==> src/rtl/pifo_push_arbiter_if.sv <==
// Requester enqueue bus plus PIFO enqueue/dequeue bus of the PIFO push arbiter.
// master = arbiter side, slave = requesters together with the PIFO.
interface pifo_push_arbiter_if #(
   parameter int REQS  = 4,
   parameter int FLOWS = 10
);
   logic [REQS-1:0]       req_valid;
   logic [REQS-1:0]       req_ready;
   logic [32*REQS-1:0]    req_rank;
   logic [32*REQS-1:0]    req_value;
   logic [FLOWS*REQS-1:0] req_flow;
   logic                  push;
   logic [31:0]           push_rank;
   logic [31:0]           push_value;
   logic [FLOWS-1:0]      push_flow;
   logic                  pop;
   logic                  pop_valid;
   logic [31:0]           pop_value;

   modport master (
      input  req_valid, req_rank, req_value, req_flow, pop_valid, pop_value,
      output req_ready, push, push_rank, push_value, push_flow, pop
   );

   modport slave (
      output req_valid, req_rank, req_value, req_flow, pop_valid, pop_value,
      input  req_ready, push, push_rank, push_value, push_flow, pop
   );
endinterface

==> src/rtl/pifo_push_arbiter.sv <==
// Round-robin enqueue arbiter for a PIFO with occupancy tracking and flush drain; PIFO_ARB_STATS_EN adds push/pop counters.
// Latency: grant->push 1 cycle, pop combinational; backpressure: no grants at capacity or while draining.
module pifo_push_arbiter #(
   parameter int REQS     = 4,
   parameter int FLOWS    = 10,
   parameter int CAPACITY = 500
) (
   input  logic                          clk,
   input  logic                          rst,
   pifo_push_arbiter_if.master           bus,
   input  logic                          deq_req,
   output logic                          deq_valid,
   output logic [31:0]                   deq_value,
   input  logic                          flush,
   output logic                          busy,
   output logic [$clog2(CAPACITY+1)-1:0] occupancy,
   output logic                          full
`ifdef PIFO_ARB_STATS_EN
   ,
   output logic [31:0]                   push_total,
   output logic [31:0]                   pop_total
`endif
);
   localparam int IDX_W = (REQS > 1) ? $clog2(REQS) : 1;
   localparam int OCC_W = $clog2(CAPACITY + 1);

   typedef enum logic {RUN, DRAIN} state_t;

   state_t           state;
   logic [IDX_W-1:0] rr_ptr;
   logic [IDX_W-1:0] gnt_idx;
   logic [IDX_W-1:0] cand;
   logic             gnt_found;
   logic             grant_ok;
   logic             hs;
   logic             occ_inc;
   logic             occ_dec;

   // First valid requester at or after rr_ptr, wrapping REQS-1 -> 0.
   always_comb begin
      gnt_found = 1'b0;
      gnt_idx   = '0;
      cand      = '0;
      for (int k = 0; k < REQS; k++) begin
         cand = IDX_W'((int'(rr_ptr) + k) % REQS);
         if (!gnt_found && bus.req_valid[cand]) begin
            gnt_found = 1'b1;
            gnt_idx   = cand;
         end
      end
   end

   // The in-flight push counts against capacity so the PIFO never overfills.
   assign grant_ok = rst && (state == RUN) &&
                     ((int'(occupancy) + int'(bus.push)) < CAPACITY);

   assign hs            = grant_ok && gnt_found;
   assign bus.req_ready = hs ? (REQS'(1) << gnt_idx) : '0;
   assign bus.pop       = rst && (deq_req || (state == DRAIN)) && (occupancy != '0);
   assign deq_valid     = rst && bus.pop_valid && (state == RUN);
   assign deq_value     = bus.pop_value;
   assign busy          = (state == DRAIN);
   assign full          = (occupancy == OCC_W'(CAPACITY));

   assign occ_inc = bus.push && !bus.pop_valid && (occupancy != OCC_W'(CAPACITY));
   assign occ_dec = bus.pop_valid && !bus.push && (occupancy != '0);

   always_ff @(posedge clk or negedge rst) begin
      if (!rst) begin
         state          <= RUN;
         rr_ptr         <= '0;
         occupancy      <= '0;
         bus.push       <= 1'b0;
         bus.push_rank  <= '0;
         bus.push_value <= '0;
         bus.push_flow  <= '0;
      end else begin
         bus.push <= hs;
         if (hs) begin
            bus.push_rank  <= bus.req_rank[32*gnt_idx +: 32];
            bus.push_value <= bus.req_value[32*gnt_idx +: 32];
            bus.push_flow  <= bus.req_flow[FLOWS*gnt_idx +: FLOWS];
            rr_ptr         <= (gnt_idx == IDX_W'(REQS - 1)) ? '0 : gnt_idx + 1'b1;
         end

         if (occ_inc) begin
            occupancy <= occupancy + 1'b1;
         end else if (occ_dec) begin
            occupancy <= occupancy - 1'b1;
         end

         // Stay in DRAIN until a late push from the flush cycle has also been popped.
         case (state)
            RUN:     if (flush) state <= DRAIN;
            DRAIN:   if ((occupancy == '0) && !bus.push && !flush) state <= RUN;
            default: state <= RUN;
         endcase
      end
   end

`ifdef PIFO_ARB_STATS_EN
   always_ff @(posedge clk or negedge rst) begin
      if (!rst) begin
         push_total <= '0;
         pop_total  <= '0;
      end else begin
         if (bus.push)      push_total <= push_total + 32'd1;
         if (bus.pop_valid) pop_total  <= pop_total + 32'd1;
      end
   end
`endif
endmodule

==> src/flat_wrapper.sv <==
// flat-port wrapper written by rule: the top's interface ports become plain ports
module pifo_push_arbiter_flat 
#(
   parameter int REQS     = 4,
   parameter int FLOWS    = 10,
   parameter int CAPACITY = 500
)
  (clk, rst, deq_req, deq_valid, deq_value, flush, busy, occupancy, full, bus_req_valid, bus_req_rank, bus_req_value, bus_req_flow, bus_pop_valid, bus_pop_value, bus_req_ready, bus_push, bus_push_rank, bus_push_value, bus_push_flow, bus_pop);
  pifo_push_arbiter_if #(.REQS(REQS), .FLOWS(FLOWS)) bus_i ();
  input  logic clk;
  input  logic rst;
  input  logic deq_req;
  output logic deq_valid;
  output logic [31:0] deq_value;
  input  logic flush;
  output logic busy;
  output logic [$clog2(CAPACITY+1)-1:0] occupancy;
  output logic full;
  input wire logic [$bits(bus_i.req_valid)-1:0] bus_req_valid;
  input wire logic [$bits(bus_i.req_rank)-1:0] bus_req_rank;
  input wire logic [$bits(bus_i.req_value)-1:0] bus_req_value;
  input wire logic [$bits(bus_i.req_flow)-1:0] bus_req_flow;
  input wire logic [$bits(bus_i.pop_valid)-1:0] bus_pop_valid;
  input wire logic [$bits(bus_i.pop_value)-1:0] bus_pop_value;
  output wire logic [$bits(bus_i.req_ready)-1:0] bus_req_ready;
  output wire logic [$bits(bus_i.push)-1:0] bus_push;
  output wire logic [$bits(bus_i.push_rank)-1:0] bus_push_rank;
  output wire logic [$bits(bus_i.push_value)-1:0] bus_push_value;
  output wire logic [$bits(bus_i.push_flow)-1:0] bus_push_flow;
  output wire logic [$bits(bus_i.pop)-1:0] bus_pop;
  assign bus_i.req_valid = bus_req_valid;
  assign bus_i.req_rank = bus_req_rank;
  assign bus_i.req_value = bus_req_value;
  assign bus_i.req_flow = bus_req_flow;
  assign bus_i.pop_valid = bus_pop_valid;
  assign bus_i.pop_value = bus_pop_value;
  assign bus_req_ready = bus_i.req_ready;
  assign bus_push = bus_i.push;
  assign bus_push_rank = bus_i.push_rank;
  assign bus_push_value = bus_i.push_value;
  assign bus_push_flow = bus_i.push_flow;
  assign bus_pop = bus_i.pop;
  pifo_push_arbiter #(.REQS(REQS), .FLOWS(FLOWS), .CAPACITY(CAPACITY)) u_core (.clk(clk), .rst(rst), .bus(bus_i), .deq_req(deq_req), .deq_valid(deq_valid), .deq_value(deq_value), .flush(flush), .busy(busy), .occupancy(occupancy), .full(full));
endmodule
==> config.mk <==
export PLATFORM = sky130hd
export DESIGN_NAME = pifo_push_arbiter_flat
export DESIGN_NICKNAME = d
export VERILOG_FILES = /design/src/rtl/pifo_push_arbiter_if.sv /design/src/rtl/pifo_push_arbiter.sv /design/src/flat_wrapper.sv
export SDC_FILE = /design/constraint.sdc
export NUM_CORES = 1
export LEC_CHECK = 0
export CAP_MARGIN = 5
export CORE_AREA = 2 2 179 181
export CTS_CLUSTER_DIAMETER = 40
export DETAILED_ROUTE_END_ITERATION = 10
export DIE_AREA = 0 0 181 183
export GPL_TIMING_DRIVEN = 1
export PLACE_DENSITY = 0.62
export SETUP_SLACK_MARGIN = 0.1
export SLEW_MARGIN = 20
export SYNTH_ARGS = -nofsm -noshare
export SYNTH_HDL_FRONTEND = slang
export SYNTH_SLANG_ARGS = --single-unit
==> constraint.sdc <==
create_clock -name clk -period 3.5 [get_ports clk]
set_input_delay 0.35 -clock clk [delete_from_list [all_inputs] [get_ports clk]]
set_output_delay 0.35 -clock clk [all_outputs]
set_load 0.005 [all_outputs]
Word-level counts from Yosys, hierarchy flattened
Index checks and enable logic that the tools add are counted.
{"block": "totals", "wordCells": 77, "inputBits": 337, "register_bits": 87}
{"block": "classes", "n_reduce_logical": 26, "n_mux": 23, "eq_ne": 3, "shift": 4, "mul": 1, "n_bitwise": 1, "addsub": 7, "magnitude_cmp": 5}
{"op": "$shiftx 128x8->32", "n": 2}
{"op": "$shiftx 40x7->10", "n": 1}
{"op": "$lt 32x10->1 const B", "n": 1}
{"op": "$mux 9", "n": 2}
{"op": "$logic_and 1x1->1", "n": 16}
{"op": "$lt 2x3->1 const B", "n": 4}
{"op": "$add 9x1->10", "n": 1}
{"op": "$mux 1", "n": 10}
{"op": "$mux 2", "n": 5}
{"op": "$add 9x1->9 const B", "n": 1}
{"op": "$eq 9x9->1 const B", "n": 1}
{"op": "$logic_not 9->1", "n": 1}
{"op": "$ne 9x9->1 const B", "n": 1}
{"op": "$reduce_bool 9->1", "n": 1}
{"op": "$sub 9x1->9 const B", "n": 1}
{"op": "$bmux 1 s2", "n": 4}
{"op": "$logic_not 1->1", "n": 6}
{"op": "$mul 3x2->5 const A", "n": 1}
{"op": "$add 2x1->2 const B", "n": 2}
{"op": "$add 2x2->2 const B", "n": 2}
{"op": "$mux 4", "n": 1}
{"op": "$shl 1x2->4 const A", "n": 1}
{"op": "$eq 2x2->1 const B", "n": 1}
{"op": "$pmux 1 s2", "n": 1}
{"op": "other kinds (3)", "n": 3}

Longest topological paths before layout
{"block": "logic_depth", "depth_word": 14, "mapped_depth": 10, "mapped_depth_nobuf": 9}

Worst setup path after synthesis
No wires, ideal clock.
{"block": "synth_path", "path_kind": "reg2reg", "start": "register u_core.occupancy[2]", "end": "register u_core.occupancy[8]", "stages_incl_launch_ff": 10, "t_required_ns": 3.421, "t_arrival_ns": 2.627, "slack_ns": 0.793, "setup_time_ns": 0.079, "cell_sequence": "dfrtp_1 -> nor4b_2 -> a311oi_2 -> inv_1 -> ha_1 -> nor2b_1 -> o31a_1 -> or2_2 -> a31oi_1 -> mux2i_1"}
{"block": "synth_via", "elab_chain_len": 3, "elab_cells_between_ends": 9}
{"element": "start: declaration", "line_no": "pifo_push_arbiter.sv:16", "text": "output logic [$clog2(CAPACITY+1)-1:0] occupancy,"}
{"element": "start signal: assignment", "line_no": "pifo_push_arbiter.sv:87", "text": "occupancy <= occupancy + 1'b1;"}
{"element": "start signal: assignment", "line_no": "pifo_push_arbiter.sv:89", "text": "occupancy <= occupancy - 1'b1;"}
{"element": "$sub 9x1->9 (tied with other cells)", "line_no": "pifo_push_arbiter.sv:89"}
{"element": "$mux 9 (tied with other cells)", "line_no": "pifo_push_arbiter.sv:88", "text": "end else if (occ_dec) begin"}
{"element": "$mux 9 or $reduce_bool 2->1 (tied branches)"}
Parallel ways exist; a longest one is shown, timed or not. The select of a mux whose other input is x is not followed.
A chain may end at the register's enable or synchronous reset.

Worst setup path in the final report
Ends and elaborated chain as after synthesis.

==> results by group <==
Routing
  – DRT Wirelength: 22240 um
  – Pre-antenna DRT Iters: 4
  – Via count: 5680
  – DRT iter0 DRCs: 164
  – Via density: 4.346
  – Antenna-violating nets left: 0
  – Wire length per cell: 17.02 um
  – Drc violations: 0

Timing
  – Fmax: 331.6 MHz
  – Max-slew violations: 0
  – Unrepaired setup endpoints after global routing: false
  – Fin crit period: 3.016 ns
  – Hold Violations, Final: 0
  – Final worst-path cycle share: 86.17%
  – Worst-Margin Slew: 0.8995 ns
  – Worst clock skew: 0.01346 ns
  – Final setup viols: 0
  – Setup TNS: 0 ns
  – Slew HR: 40.03%

Power
  – Static leakage: 4.284 nW
  – Worst vdd rail ir drop: 0.0003953 V
  – Pwr per Cell Area: 570.6 mW/mm2

Synth
  – Mux cell area share after synthesis: 23.28%
  – Post-Synth XOR/XNOR Area: 0.8088%
  – Post-synth EDFFs: 0
  – Mapped cell area: 0.006497 mm2
  – Main combinational cell family by area after synthesis: multiplexers
  – Yosys warnings: 0
  – Post-synthesis compound-gate area fraction: 20.87%
  – Mapped Cells: 561
  – Adder-cell share of the synthesized area: 2.426%
  – Post-synth top flop: dfrtp_1
  – Syn avg cell area: 11.58 um2
  – Syn Nets: 910
  – Yosys reg bits: 87
  – Sequential area share after synthesis: 33.51%
  – Simple-gate portion of the synthesized area: 7.741%
  – Asr flop ratio synth: 100.0%
  – Yosys cell types: 47

Clock tree
  – Max Root-Sink Buffers: 2
  – CTS Buf Count: 9
  – Hold-fix buffers, CTS: 0
  – H-tree levels: 3
  – CTS Root Cell: clkbuf_16
  – Clk Latency, worst-skew pair: 0.34 ns
  – Post-CTS sizing: 0
  – CTS Sinks: 87
  – Clock tree from TritonCTS: built
  – Clock-pin transition on the worst setup and hold timing paths: 0.08 ns
  – Post-CTS Setup Bufs: 0

Setup path
  – Max FO, Critical Path: 7
  – CP Launch Type: flop
  – Crit end category: flop
  – Crit path required time: 3.77 ns
  – Number of stages on the worst setup path: 9
  – Crit path DAT: 3.29 ns
  – Reg2reg path depth: 9
  – Critical Path Slowest Stage Cell: a311oi_2
  – Delay-heaviest family, CP: compound AO/OA/AOI/OAI gates
  – CP cell instances: nor4b_2, a311oi_2, inv_1, ha_1, nor2b_1, o31a_1, or2_2, a31oi_1, mux2i_1
  – Critical path class: reg2reg
  – WP buf/inv: 1
  – Delay of the slowest critical-path stage: 0.48 ns

Worst hold path
  – Worst min path class: in2async

Floorplanning
  – # rows: 65
  – Chip Width: 181 um
  – Core Area: 0.03123 mm2
  – I/O pin count: 461
  – Die ar.: 0.03312 mm2
  – Die Span Y: 183 um
  – Initial Util: 20.81%

Place
  – Placed insts: 1292
  – GP Congestion: 0.7393
  – Port bufs: 396
  – Final HPWL DP: 16910 um

Global routing
  – Gr usage total: 13.03%
  – Remaining Overflow, GRT: 0
  – Largest net degree at the start of global routing: 77
  – Vias in the first global route: 5972
  – First-pass GRT wire length: 34040 um
  – Initial antenna violation count: 0

Outcome
  – Status: finished clean

Cells and area
  – Share of layout cells above drive strength 1: 12.15%
  – Ant diodes: 0
  – Commonest cells after routing, fill and taps aside: clkdlybuf4s50_1 (395), mux2i_1 (150), dfrtp_1 (87), nand2_1 (83), o221ai_2 (74)
  – FILL cells: 3164
  – Non-filler cells, final: 1307
  – Layout area overhead: 64.59%
  – Final net count: 1250
  – Commonest non-fill, non-tap cell in the layout: clkdlybuf4s50_1

Run
  – Reported max-cap violation count: 0
## metrics by stage
stage	util [%]	total power [W]	hold WS, ns	cell area [um2]	setup slack [ns]
after floorplan	-	0.003830	0.05441	6497	0.7933
after global placement	33.32	0.005127	0.4683	10410	0.3945
after detailed placement	33.32	0.005164	0.4712	10410	0.2762
after CTS	34.24	0.006219	0.1160	10690	0.4672
after global routing	34.24	0.006560	0.1456	10690	0.2365
final	34.24	0.006102	0.09652	10690	0.4842
## routing by layer
layer | vias up | part of all wire (%) | wire length [um] | track usage [%]
li1 | 2759 | - | - | -
met3 | 15 | 7.0 | 1564 | 3.693
met1 | 2688 | 42 | 9341 | 15.55
met5 | - | 0 | 0 | 0
met2 | 218 | 50 | 11090 | 23.17
met4 | 0 | 1.1 | 249 | 3.089
## worst reg2reg max path: stages, from the launching register on
cell and delay (ns):
dfrtp_1 0.45, nor4b_2 0.21, a311oi_2 0.48, inv_1 0.27, ha_1 0.39, nor2b_1 0.16
o31a_1 0.28, or2_2 0.30, a31oi_1 0.21, mux2i_1 0.21
## report_power, final
| group | total [W] | internal, W | switching, W | leakage, nW |
|---|---|---|---|---|
| sequential | 0.00173 | 0.00143 | 0.000307 | 1.10 |
| combinational | 0.00337 | 0.00196 | 0.00141 | 3.04 |
| clock | 0.000996 | 0.000553 | 0.000443 | 0.139 |
## cells by family after synthesis
group,Yosys count
xor+xnor,6
flops,87
simple gates,115
buf+inv,83
mux,151
compound gates,107
fa+ha+maj,12
## synth_stat cells, types with 3 or more instances
library cell / number / area [um2]
a21o_1: 4 / 30.03
a21oi_1: 3 / 15.01
and2_1: 6 / 37.54
buf_12: 11 / 220.2
buf_2: 6 / 30.03
buf_4: 47 / 352.8
bufbuf_8: 4 / 75.07
clkbuf_1: 6 / 22.52
dfrtp_1: 87 / 2177
ha_1: 11 / 137.6
inv_1: 6 / 22.52
mux2i_1: 150 / 1501
nand2_1: 85 / 319.1
nand3_1: 3 / 15.01
nor2_1: 3 / 11.26
o21a_1: 3 / 22.52
o21ai_0: 5 / 25.02
o21ai_1: 4 / 20.02
o221ai_2: 75 / 1126
xnor2_1: 3 / 26.28
xor2_1: 3 / 26.28
## final timing paths
kind	startpoint	end	slack [ns]
max	u_core.occupancy[2]$_DFFE_PN0P_	u_core.occupancy[8]$_DFFE_PN0P_	0.48
min	rst	u_core.bus.push_value[22]$_DFFE_PN0P_	0.1
max reg2reg	u_core.occupancy[2]$_DFFE_PN0P_	u_core.occupancy[8]$_DFFE_PN0P_	0.48
min reg2reg	u_core.bus.push_rank[11]$_DFFE_PN0P_	u_core.bus.push_rank[11]$_DFFE_PN0P_	0.48
max in group asynchronous	rst	u_core.bus.push_rank[15]$_DFFE_PN0P_	2.31
min in group clk	u_core.bus.push_rank[11]$_DFFE_PN0P_	u_core.bus.push_rank[11]$_DFFE_PN0P_	0.48
## flip-flops by register name, summed over array words and instances, names as in the netlist
| register | count |
|---|---|
| u_core.busy | 1 |
| u_core.bus.push_rank | 32 |
| u_core.bus.push | 1 |
| u_core.bus.push_flow | 10 |
| u_core.bus.push_value | 32 |
| u_core.rr_ptr | 2 |
| u_core.occupancy | 9 |
## final cells by class
| class | count | area, um2 | share of cell area, % |
|---|---|---|---|
| clock buffers | 10 | 229.0 | 2.141 |
| clock inverters | 5 | 60.06 | 0.5616 |
| inverters | 8 | 30.03 | 0.2808 |
| multi-input cells | 391 | 3623 | 33.88 |
| flip-flops and latches | 87 | 2177 | 20.36 |
| well taps | 402 | 503.0 | 4.703 |
| repair buffers | 404 | 4071 | 38.07 |
Note: power is estimated with default switching activity, not from simulation.
